### src/rtl/memory_stage.sv
// memory_stage: pipeline stage between execute and writeback.
// Issues data-memory requests for loads and stores and handles the grant and
// response handshake. Steers store bytes onto the correct lanes, and
// sign- or zero-extends load data. Holds upstream stages while an access is
// in flight and aborts a load whose response never arrives.
// Optional feature macro: MEM_STAGE_MISALIGN_EXC_EN
//   defined   -> misaligned H/W accesses are not issued and pulse 'misaligned'
//   undefined -> 'misaligned' is tied low and surplus low address bits are ignored
module memory_stage #(
   parameter int unsigned RESP_TIMEOUT = 16
) (
   input  logic        clk,
   input  logic        rst,
   input  logic        in_valid,
   input  logic [31:0] alu_res,
   input  logic [31:0] mem_data,
   input  logic        mem_read,
   input  logic        mem_write,
   input  logic [2:0]  mem_size,
   input  logic [4:0]  rd,
   input  logic        reg_write,
   output logic        stall,
   output logic        dmem_req,
   output logic        dmem_we,
   output logic [31:0] dmem_addr,
   output logic [31:0] dmem_wdata,
   output logic [3:0]  dmem_be,
   input  logic        dmem_gnt,
   input  logic        dmem_rvalid,
   input  logic [31:0] dmem_rdata,
   output logic        wb_valid,
   output logic [31:0] wb_data,
   output logic [4:0]  wb_rd,
   output logic        wb_reg_write,
   output logic        bus_err,
   output logic        misaligned
);

   typedef enum logic [1:0] {
      S_IDLE = 2'd0,
      S_REQ  = 2'd1,
      S_RESP = 2'd2
   } state_t;

   // The counter value on which a still-waiting RESP cycle gives up.
   localparam logic [7:0] TIMEOUT_LAST = 8'(RESP_TIMEOUT - 1);

   state_t      r_state;
   logic [7:0]  r_cnt;
   logic [31:0] r_addr;
   logic [2:0]  r_size;
   logic [4:0]  r_rd;
   logic        r_reg_write;
   logic        r_we;
   logic [31:0] r_wdata;
   logic [3:0]  r_be;
   logic        r_wb_valid;
   logic [31:0] r_wb_data;
   logic [4:0]  r_wb_rd;
   logic        r_wb_reg_write;
   logic        r_bus_err;
   logic        r_misaligned;

   logic        w_memop;
   logic        w_misalign;
   logic        w_start;
   logic        w_store_done;
   logic        w_timeout;
   logic [31:0] w_st_wdata;
   logic [3:0]  w_st_be;
   logic [31:0] w_shifted;
   logic [31:0] w_load_data;

   assign w_memop = in_valid & (mem_read | mem_write);

`ifdef MEM_STAGE_MISALIGN_EXC_EN
   // Halfwords need a[0]=0 and words need a[1:0]=0; stores use only size[1:0].
   assign w_misalign = w_memop &
                       (((mem_size[1:0] == 2'b01) & alu_res[0]) |
                        ((mem_size[1:0] == 2'b10) & (alu_res[1:0] != 2'b00)));
`else
   assign w_misalign = 1'b0;
`endif

   assign w_start      = (r_state == S_IDLE) & w_memop & ~w_misalign;
   assign w_store_done = (r_state == S_REQ) & r_we & dmem_gnt;
   assign w_timeout    = (r_state == S_RESP) & ~dmem_rvalid & (r_cnt == TIMEOUT_LAST);

   // Stall is forced low while reset is asserted, so upstream sees a quiet stage.
   assign stall = rst & (w_start |
                         ((r_state == S_REQ) & ~w_store_done) |
                         ((r_state == S_RESP) & ~dmem_rvalid & ~w_timeout));

   assign dmem_req     = (r_state == S_REQ);
   assign dmem_we      = r_we;
   assign dmem_addr    = {r_addr[31:2], 2'b00};
   assign dmem_wdata   = r_wdata;
   assign dmem_be      = r_be;
   assign wb_valid     = r_wb_valid;
   assign wb_data      = r_wb_data;
   assign wb_rd        = r_wb_rd;
   assign wb_reg_write = r_wb_reg_write;
   assign bus_err      = r_bus_err;
   assign misaligned   = r_misaligned;

   // Replicate store data across lanes and pick byte enables from the low address bits.
   always_comb begin
      w_st_wdata = mem_data;
      w_st_be    = 4'b1111;
      case (mem_size[1:0])
         2'b00: begin
            w_st_wdata = {4{mem_data[7:0]}};
            w_st_be    = 4'b0001 << alu_res[1:0];
         end
         2'b01: begin
            w_st_wdata = {2{mem_data[15:0]}};
            w_st_be    = alu_res[1] ? 4'b1100 : 4'b0011;
         end
         default: begin
            w_st_wdata = mem_data;
            w_st_be    = 4'b1111;
         end
      endcase
   end

   // Bring the addressed byte or halfword down to bit 0, then extend it.
   always_comb begin
      w_shifted = dmem_rdata;
      case (r_size[1:0])
         2'b00:   w_shifted = dmem_rdata >> {r_addr[1:0], 3'b000};
         2'b01:   w_shifted = dmem_rdata >> {r_addr[1], 4'b0000};
         default: w_shifted = dmem_rdata;
      endcase
      w_load_data = w_shifted;
      case (r_size)
         3'b000:  w_load_data = {{24{w_shifted[7]}}, w_shifted[7:0]};
         3'b100:  w_load_data = {24'd0, w_shifted[7:0]};
         3'b001:  w_load_data = {{16{w_shifted[15]}}, w_shifted[15:0]};
         3'b101:  w_load_data = {16'd0, w_shifted[15:0]};
         default: w_load_data = w_shifted;
      endcase
   end

   // Access FSM plus the registered writeback slot and status pulses.
   always_ff @(posedge clk or negedge rst) begin
      if (!rst) begin
         r_state        <= S_IDLE;
         r_cnt          <= 8'd0;
         r_addr         <= 32'd0;
         r_size         <= 3'd0;
         r_rd           <= 5'd0;
         r_reg_write    <= 1'b0;
         r_we           <= 1'b0;
         r_wdata        <= 32'd0;
         r_be           <= 4'd0;
         r_wb_valid     <= 1'b0;
         r_wb_data      <= 32'd0;
         r_wb_rd        <= 5'd0;
         r_wb_reg_write <= 1'b0;
         r_bus_err      <= 1'b0;
         r_misaligned   <= 1'b0;
      end else begin
         r_wb_valid     <= 1'b0;
         r_wb_reg_write <= 1'b0;
         r_bus_err      <= 1'b0;
         r_misaligned   <= 1'b0;
         case (r_state)
            S_IDLE: begin
               if (w_misalign) begin
                  r_misaligned   <= 1'b1;
                  r_wb_valid     <= 1'b1;
                  r_wb_data      <= alu_res;
                  r_wb_rd        <= rd;
                  r_wb_reg_write <= 1'b0;
               end else if (w_memop) begin
                  r_state     <= S_REQ;
                  r_addr      <= alu_res;
                  r_size      <= mem_size;
                  r_rd        <= rd;
                  r_reg_write <= reg_write;
                  r_we        <= mem_write & ~mem_read;
                  r_wdata     <= w_st_wdata;
                  r_be        <= (mem_write & ~mem_read) ? w_st_be : 4'b1111;
               end else if (in_valid) begin
                  r_wb_valid     <= 1'b1;
                  r_wb_data      <= alu_res;
                  r_wb_rd        <= rd;
                  r_wb_reg_write <= reg_write;
               end
            end
            S_REQ: begin
               if (dmem_gnt) begin
                  if (r_we) begin
                     r_state        <= S_IDLE;
                     r_wb_valid     <= 1'b1;
                     r_wb_data      <= 32'd0;
                     r_wb_rd        <= r_rd;
                     r_wb_reg_write <= 1'b0;
                  end else begin
                     r_state <= S_RESP;
                     r_cnt   <= 8'd0;
                  end
               end
            end
            S_RESP: begin
               if (dmem_rvalid) begin
                  r_state        <= S_IDLE;
                  r_wb_valid     <= 1'b1;
                  r_wb_data      <= w_load_data;
                  r_wb_rd        <= r_rd;
                  r_wb_reg_write <= r_reg_write;
               end else if (r_cnt == TIMEOUT_LAST) begin
                  r_state        <= S_IDLE;
                  r_bus_err      <= 1'b1;
                  r_wb_valid     <= 1'b1;
                  r_wb_data      <= 32'd0;
                  r_wb_rd        <= r_rd;
                  r_wb_reg_write <= 1'b0;
               end else begin
                  r_cnt <= r_cnt + 8'd1;
               end
            end
            default: r_state <= S_IDLE;
         endcase
      end
   end

endmodule

### config.mk
export PLATFORM = sky130hd
export DESIGN_NAME = memory_stage
export DESIGN_NICKNAME = d
export VERILOG_FILES = /design/src/rtl/memory_stage.sv
export SDC_FILE = /design/constraint.sdc
export NUM_CORES = 1
export LEC_CHECK = 0
export ABC_AREA = 1
export BUFFER_PORTS_ARGS = -buffer_cell sky130_fd_sc_hd__buf_2
export CAP_MARGIN = 20
export CORE_ASPECT_RATIO = 0.75
export CORE_MARGIN = 3
export CORE_UTILIZATION = 55
export DETAILED_ROUTE_END_ITERATION = 6
export GPL_ROUTABILITY_DRIVEN = 0
export GPL_TIMING_DRIVEN = 0
export HOLD_SLACK_MARGIN = 0.05
export PLACE_DENSITY = 0.85
export SLEW_MARGIN = 40
export SYNTH_ARGS = -nofsm -noshare
export SYNTH_HDL_FRONTEND = slang
export SYNTH_SLANG_ARGS = --single-unit
### constraint.sdc
create_clock -name clk -period 3.2 [get_ports clk]
set_input_delay 0.16 -clock clk [delete_from_list [all_inputs] [get_ports clk]]
set_output_delay 0.16 -clock clk [all_outputs]
set_load 0.05 [all_outputs]
# Yosys cells after proc, flatten, opt, wreduce, memory -nomap -nowiden
# Index checks and enable logic that the tools add are counted.
classes:
  add_sub_neg: 1
  n_eq_ne: 17
  shifts: 3
  muxes: 44
  bitwise_logic: 17
  n_reduce_logical: 10
op_table:
  columns: ["operator", "n"]
  rows:
  - ["32-bit two-way mux", 6]
  - ["32-bit one-hot mux with 2 select lines", 2]
  - ["32-bit one-hot mux with 4 select lines", 1]
  - ["32-bit one-hot mux with 3 select lines", 1]
  - ["32-bit by 5-bit right shift with 32-bit output", 2]
  - ["8-bit two-way mux", 4]
  - ["5-bit two-way mux", 6]
  - ["8-bit one-hot mux with 2 select lines", 1]
  - ["5-bit one-hot mux with 3 select lines", 1]
  - ["2-bit != test, second input constant", 6]
  - ["1-bit two-way mux", 11]
  - ["1-bit bitwise AND", 10]
  - ["2-bit two-way mux", 5]
  - ["8-bit by 1-bit adder with 8-bit output, second input constant", 1]
  - ["8-bit by 4-bit == test with 1-bit output, second input constant", 1]
  - ["4-bit two-way mux", 2]
  - ["4-bit one-hot mux with 2 select lines", 1]
  - ["2-bit by 1-bit == test with 1-bit output, second input constant", 3]
  - ["3-bit == test, second input constant", 2]
  - ["2-bit logical NOT", 3]
  - ["2-bit one-hot mux with 3 select lines", 1]
  - ["6-bit AND reduction", 1]
  - ["5-bit AND reduction", 1]
  - ["2-bit by 1-bit != test with 1-bit output, second input constant", 2]
  - ["other kinds (13)", 18]
word_totals:
  register_bits: 128
  input_bits: 112

# Longest topological paths before layout
# Gate-level depths: netlist of run 1.
depth:
  word_depth: 8
  mapped_depth: 14
  ltp_nobuf: 11

# Least setup slack after synthesis of run 1
# OpenSTA, ideal clock, no wires.
synth_timing:
  path_type: "register to output"
  from: "register r_state[1]"
  to: "output port stall"
  arrival_ns: 2.329
  required_time_ns: 3.040
  path_slack_ns: 0.711
  path_stages_with_launch: 5
  path_cell_list: "dfrtp_1 > inv_1 > ha_1 > a21oi_1 > a21boi_0"
synth_via:
  elab_chain_cells: 8
  elab_cells_between_ends: 15
synth_rtl:
  columns: ["element", "line_no", "rtl"]
  rows:
  - ["start: declaration", "48", "state_t r_state;"]
  - ["start signal: assignment", "147", "r_state <= S_IDLE;"]
  - ["start signal: assignment", "176", "r_state <= S_REQ;"]
  - ["start signal: assignment", "194", "r_state <= S_IDLE;"]
  - ["2-bit by 1-bit == test with 1-bit output (*)", null, null]
  - ["named net dmem_req", "23", "output logic dmem_req,"]
  - ["1-bit bitwise AND (2 in series)", "86", "assign w_store_done = (r_state == S_REQ) & r_we & dmem_gnt;"]
  - ["1-bit inverter", "91", "((r_state == S_REQ) & ~w_store_done) |"]
  - ["1-bit bitwise AND (*)", "91", null]
  - ["1-bit OR (*)", "90", "assign stall = rst & (w_start |"]
  - ["1-bit OR (*)", "91", null]
  - ["1-bit bitwise AND (*)", "90", null]
  - ["end: declaration", "22", "output logic stall,"]
# Mark *: on every way through the listed nets, which the timed path passes. The rest lies on a longest branch.

# Worst setup path in the final report of run 1
layout_timing:
  from: "register r_state[0]"
  to: "register r_wb_data[11], in the netlist wb_data[11]"
layout_via:
  elab_chain_cells: 3
  elab_cells_between_ends: 11
layout_rtl:
  columns: ["element", "line_no", "rtl"]
  rows:
  - ["2-bit == test, or another cell as far along", "167", "case (r_state)"]
  - ["3-bit != test (no line), or another cell as far along", null, null]
  - ["6-bit AND reduction (no line)", null, null]
  - ["end signal: assignment", "172", "r_wb_data <= alu_res;"]
  - ["end signal: assignment", "186", "r_wb_data <= alu_res;"]
  - ["end signal: assignment", "209", "r_wb_data <= w_load_data;"]
  - ["end: declaration", "58", "logic [31:0] r_wb_data;"]
# Parallel ways exist; a longest one is shown, timed or not.
# A chain may end at the register's enable or synchronous reset.

==> results_dict.tcl, run 1 <==
set metrics [dict create \
    detail-route-antenna-nets 0 \
    powerDensity_mw_per_mm2 1243 \
    multi_input_area_mm2 0.002994 \
    totalWireLength_um 22890 \
    reg2reg_depth 10 \
    required_ns 3.53 \
    antenna_cells 0 \
    worst_pin_slew_ns 0.6473 \
    dpl_cell_area_mm2 0.008357 \
    r2r_end "wb_data[11]" \
    synth_top_family_by_area "simple AND/OR/NAND/NOR gates" \
    regArea_mm2 0.003203 \
    skew_ns 0.009598 \
    syn_area_mm2 0.007008 \
    endpoint_kind "flop" \
    n_fill_cell 901 \
    crit_fanout 10 \
    cts-root-buf "clkbuf_16" \
    drive_above_1_share_pct 29.86 \
    yosysMostFrequentCell "nand2_1" \
    antenna_found_initial 0 \
    yosysTopAreaCell "dfrtp_1" \
    max_freq_ghz 0.4145 \
    yosys-top-cells-area "dfrtp_1, nand2_1, a21oi_1" \
    clk_pin_slew_worst_paths_ns 0.06 \
    fin_tns_setup_ns 0 \
    p_leak_nw 5.185 \
    setup_viol 0 \
    worst_slew_margin_rel_pct 56.85 \
    initial_core_util_pct 56.75 \
    fin_crit_sh_pct 75.39 \
    wire_per_inst_um 16.41 \
    slew_violations 0 \
    worstSetupPathType "flop to flop" \
    initialDrtViolationCount 602 \
    via_count 7413 \
    synth-xor-area-share_pct 0.4999 \
    p_sw_share_pct 52.71 \
    grt_max_degree 76 \
    seqPwrFrac_pct 23.8 \
    port_buffers 219 \
    grt_pass1_vias 7140 \
    reg2reg_from "r_state[0]" \
    dp_slack_ns 0.8876 \
    period_minus_slack_ns 2.413 \
    ys_warn_count 0 \
    nets 1333 \
    muxShareOfSynthArea_pct 0 \
    viasPerCell 5.314 \
    yosysSeqAreaShare_pct 45.71 \
    hold_violations 0 \
    grt_pass1_wl_um 36460 \
    cts-htree-levels 4 \
    cp-start-kind "flop" \
    p_clk_share_pct 16.6 \
    die_h_um 103.8 \
    clockBufferDepth 2 \
    synth_edf_count 0 \
    row_count 35 \
    ios 224 \
    ys_types 41 \
    synth_adder_area_share_pct 0.8927 \
    rsz0062_at_grt "false" \
    fin_util_pct 77.00 \
    worstHoldPathCells 3 \
    timing.final.ws_setup_ns 0.7874 \
    coreArea_mm2 0.01235 \
    postSynthCellCount 920 \
    clock-sinks 128 \
    ir_drop_uv 874.3 \
    hp-start "mem_write" \
    insertion_delay_ns 0.41 \
    synth_top_cell_area_share_pct 45.71 \
    worstPathArrival_ns 2.74 \
    cts_tree "built" \
    p_int_mw 5.591 \
    cts_buffers 17 \
    ys.flop_type "dfrtp_1" \
    hold_path_end "dmem_we" \
    ys_ff_latch 128 \
    fp.dieW_um 136.3 \
    p_sw_mw 6.232 \
    synthArstFlopShare_pct 100.0 \
    synthSimpleGateAreaFrac_pct 26.80 \
    area_growth_pct 35.69 \
    syn_avg_cell_area_um2 7.617 \
    die-area_mm2 0.01415 \
    grt.total_usage_pct 32.68 \
    drc_errors 0 \
    combPwrFrac_pct 59.6 \
    synth_common_cells "nand2_1, dfrtp_1, a21oi_1, inv_1, o21ai_0" \
    final_area_mm2 0.009509 \
    status "completed" \
    first_pass_iters 5 \
    holdWs_ns 0.06334 \
    overflow 0 \
    synth_compound_area_share_pct 14.37 \
    reg2reg_setup_slack_ns 0.79 \
    dpl.hpwl_um 15980 \
    hp-class "input port to flop" \
    cap_violations 0 \
]
power by group through the flow:
stage,clock network [mW],registers [mW],logic [mW]
2_1_floorplan,0,4.32,3.72
3_3_place_gp,0,2.78,6.73
3_5_place_dp,0,2.79,6.88
4_1_cts,1.97,2.79,6.98
5_1_grt,2.05,2.89,7.58
6_report,1.96,2.81,7.05
metal layers:
| layer | up-vias | GRT usage, % | share of wire [%] |
|---|---|---|---|
| met5 | - | 0 | 0 |
| met3 | 51 | 7.379 | 9.6 |
| met2 | 433 | 51.27 | 46 |
| met1 | 3439 | 45.47 | 42 |
| li1 | 3490 | - | - |
| met4 | 0 | 9.928 | 2.3 |
cells by family after synthesis:
group	after synthesis
DFF	128
buffers and inverters	165
AOI/OAI and AO/OA	181
and+or+nand+nor	436
adders and majority gates	5
xor gates and xnor gates	4
other	1
layout by cell type (no fill, tap or decap), types with 27 or more instances in the layout:
master,netlist,final
o21ai_0,62,62
dlygate4sd3_1,0,55
nand3_1,44,44
clkbuf_1,26,27
nand2_1,298,298
buf_2,13,231
inv_1,78,78
nor2_1,41,41
a21oi_1,80,80
dfrtp_1,128,128
buf_4,36,36
worst max-delay path, stage by stage, from the launching register on:
cell and delay (ns):
dfrtp_1 0.40, inv_1 0.08, ha_1 0.28, buf_2 0.21, inv_2 0.14, nor2_2 0.39
inv_2 0.12, clkbuf_1 0.26, a21oi_1 0.21, nand2_1 0.10, a21oi_1 0.15
worst max path at each step:
stage               startpoint     endpoint  cells after the start
finish              r_state[0]  wb_data[11]                     10
global route        r_state[0]   wb_data[9]                     10
CTS                 r_state[0]        stall                      7
detailed placement  r_state[0]   wb_data[8]                     10
global placement           rst        stall                      3
floorplan           r_state[1]        stall                      4
state kept, by name (all words and copies together) (netlist names), 2 cells and up:
signal	flops
wb_data	32
dmem_be	4
r_rd	5
r_state	2
wb_rd	5
r_size	3
dmem_wdata	32
r_cnt	8
r_addr	32
what timing repair did:
item                                    in CTS  in global routing
endpoints found under the hold margin      111                  0
hold buffers                                55                  0
gates resized for setup                      0                  0
endpoints found under the setup margin       0                  0
setup buffers                                0                  0
layout make-up:
cell class              instances  area share (%)
flip-flops and latches        128           33.68
clock inverters                11           1.382
inverters                      85           3.408
clock buffers                  21           4.947
repair buffers                275           17.71
well taps                     166           2.184
plain buffers                  80           5.197
multi-input cells             629           31.49
stage by stage:
stage,power (mW),std cells
finish,11.82,1395
CTS,11.74,1395
global placement,9.504,1307
global route,12.52,1395
floorplan,8.040,922
detailed placement,9.664,1308
Note: power is estimated with default switching activity, not from simulation.
==> run 2, diff against run 1 <==
CORE_UTILIZATION = 47   (was 55)
PLACE_DENSITY = 0.78   (was 0.85)
clock period = 2.1 ns   (was 3.2 ns; I/O delays follow)
==> run 2 against run 1 <==
Clock skew increased by 0.0045 ns. Sequential share of layout area fell by 1.3 points. Largest power group unchanged. Non-clock buffer count increased by 25. Clock power grew 52%. Critical endpoint is now wb_data[15]. Via count is 0.40% higher. Register-to-register slack worse by 0.70 ns. Combinational power is 55% higher. Highest routed layer is now met5. Critical path type unchanged. Total power increased by 54%. Routed wire length up 2.9%. Die area up 16%. Fmax grew 20%. Count of clock-buffer cells in the layout down 1.
==> results_dict.tcl, run 2 (same netlist as run 1, synthesis figures left out) <==
set metrics [dict create \
    skew_ns 0.01408 \
    powerDensity_mw_per_mm2 1839 \
    wire_per_inst_um 16.26 \
    fin_crit_sh_pct 95.62 \
    port_buffers 219 \
    area_growth_pct 40.97 \
    grt_pass1_wl_um 37120 \
    coreArea_mm2 0.01417 \
    cp-start-kind "flop" \
    die_h_um 111.8 \
    via_count 7443 \
    cpPeakStageDelay_ns 0.40 \
    holdWs_ns 0.06172 \
    worstPathArrival_ns 2.34 \
    stdcell_count 1448 \
    worst_slew_margin_rel_pct 60.86 \
    drc_errors 0 \
    clock-sinks 128 \
    slew_violations 0 \
    max_freq_ghz 0.4980 \
    row_count 37 \
    n_fill_cell 1176 \
    fp.dieW_um 147 \
    endpoint_kind "flop" \
    critical-path-slowest-cell "dfrtp_2" \
    cts-htree-levels 4 \
    drive_above_1_share_pct 30.89 \
    hp-class "input port to flop" \
    viasPerCell 5.140 \
    cts-root-buf "clkbuf_16" \
    rsz0062_at_grt "false" \
    crit_family "buffers and inverters" \
    setup_viol 0 \
    crit_path_start "r_state[0]" \
    grt_max_degree 74 \
    final_cell_mix "nand2_1, buf_2, dfrtp_1" \
    grt_pass1_vias 7190 \
    cts_buffers 17 \
    ios 224 \
    cp_cell_sequence "inv_1 -> ha_2 -> clkbuf_4 -> inv_2 -> nor2_4 -> inv_2 -> clkbuf_2 -> a21oi_1 -> nand2_1 -> a21oi_1" \
    initial_core_util_pct 49.47 \
    final_common_cell "nand2_1" \
    cap_violations 0 \
    initialDrtViolationCount 526 \
    totalWireLength_um 23540 \
    regArea_mm2 0.003204 \
    required_ns 2.43 \
    overflow 0 \
    grt.total_usage_pct 28.18 \
    worst_pin_slew_ns 0.5871 \
    dpl.hpwl_um 16210 \
    nets 1358 \
    insertion_delay_ns 0.41 \
    first_pass_iters 5 \
    hold_violations 0 \
    status "completed" \
    placed_cells 1337 \
    clk_pin_slew_worst_paths_ns 0.06 \
    p_leak_nw 5.345 \
    hp-start "alu_res[0]" \
    period_minus_slack_ns 2.008 \
    cts_tree "built" \
    die-area_mm2 0.01643 \
    detail-route-antenna-nets 0 \
    worstSetupPathType "flop to flop" \
    crit_buf_inv 5 \
    clockBufferDepth 2 \
    crit_fanout 10 \
    multi_input_area_mm2 0.003038 \
    antenna_found_initial 2 \
    antenna_cells 0 \
    ir_drop_uv 1366 \
    reg2reg_from "r_state[0]" \
]
[run 2: per-layer routing]
| layer | vias up | global-route usage (%) | wire length [um] |
|---|---|---|---|
| met5 | - | 0 | 27 |
| met4 | 4 | 6.766 | 337 |
| met3 | 33 | 8.177 | 2308 |
| met2 | 391 | 43.33 | 10440 |
| met1 | 3485 | 39.71 | 10430 |
| li1 | 3530 | - | - |
[run 2: cell type report]
| class | instances | area share, % |
|---|---|---|
| plain buffers | 80 | 5.205 |
| clock buffers | 20 | 4.521 |
| clock inverters | 11 | 1.418 |
| inverters | 85 | 3.305 |
| multi-input cells | 629 | 30.75 |
| flip-flops and latches | 128 | 32.43 |
| well taps | 195 | 2.470 |
| repair buffers | 300 | 19.90 |
[run 2: final timing paths]
check                                   end  slack [ns]  depth (start not counted)
worst max-delay path            wb_data[15]        0.09                         10
worst min-delay path             dmem_be[1]        0.06                          3
worst max register to register  wb_data[15]        0.09                         10
worst min register to register   r_addr[28]        0.47                          2
max in group asynchronous        r_state[1]        1.30                          4
min in group asynchronous          r_cnt[3]        0.25                          3
[run 2: worst register-to-register path, stage by stage, from the launching register on]
cell and delay, ns:
dfrtp_2 0.40, inv_1 0.08, ha_2 0.30, clkbuf_4 0.18, inv_2 0.13, nor2_4 0.15
inv_2 0.08, clkbuf_2 0.21, a21oi_1 0.20, nand2_1 0.08, a21oi_1 0.11
[run 2: what timing repair did]
item,4_1_cts,5_1_grt
pin swaps,2,1
gates cloned,0,1
hold endpoints to repair,152,0
resized for setup,4,30
setup endpoints to repair,49,49
hold buffers,76,0
buffers inserted,3,0
[run 2: power breakdown]
group / leakage, nW / total (mW) / switching (mW) / internal (mW)
clock: 0.289 / 2.98 / 1.09 / 1.88
sequential: 1.58 / 4.27 / 0.649 / 3.62
combinational: 3.48 / 10.9 / 7.72 / 3.20
total: 5.34 / 18.2 / 9.46 / 8.71
[run 2: metrics by stage]
stage	util [%]	setup slack, ns	power, mW	area (um2)	TNS (ns)
finish	69.74	0.09205	18.17	9879	0
global route	69.74	0.001622	19.27	9879	0
CTS	69.14	0.002597	17.94	9794	0
detailed placement	59.27	-0.2356	14.74	8396	-6.064
global placement	59.00	-0.9770	14.56	8358	-108.79
floorplan	-	0.1356	12.26	7018	0
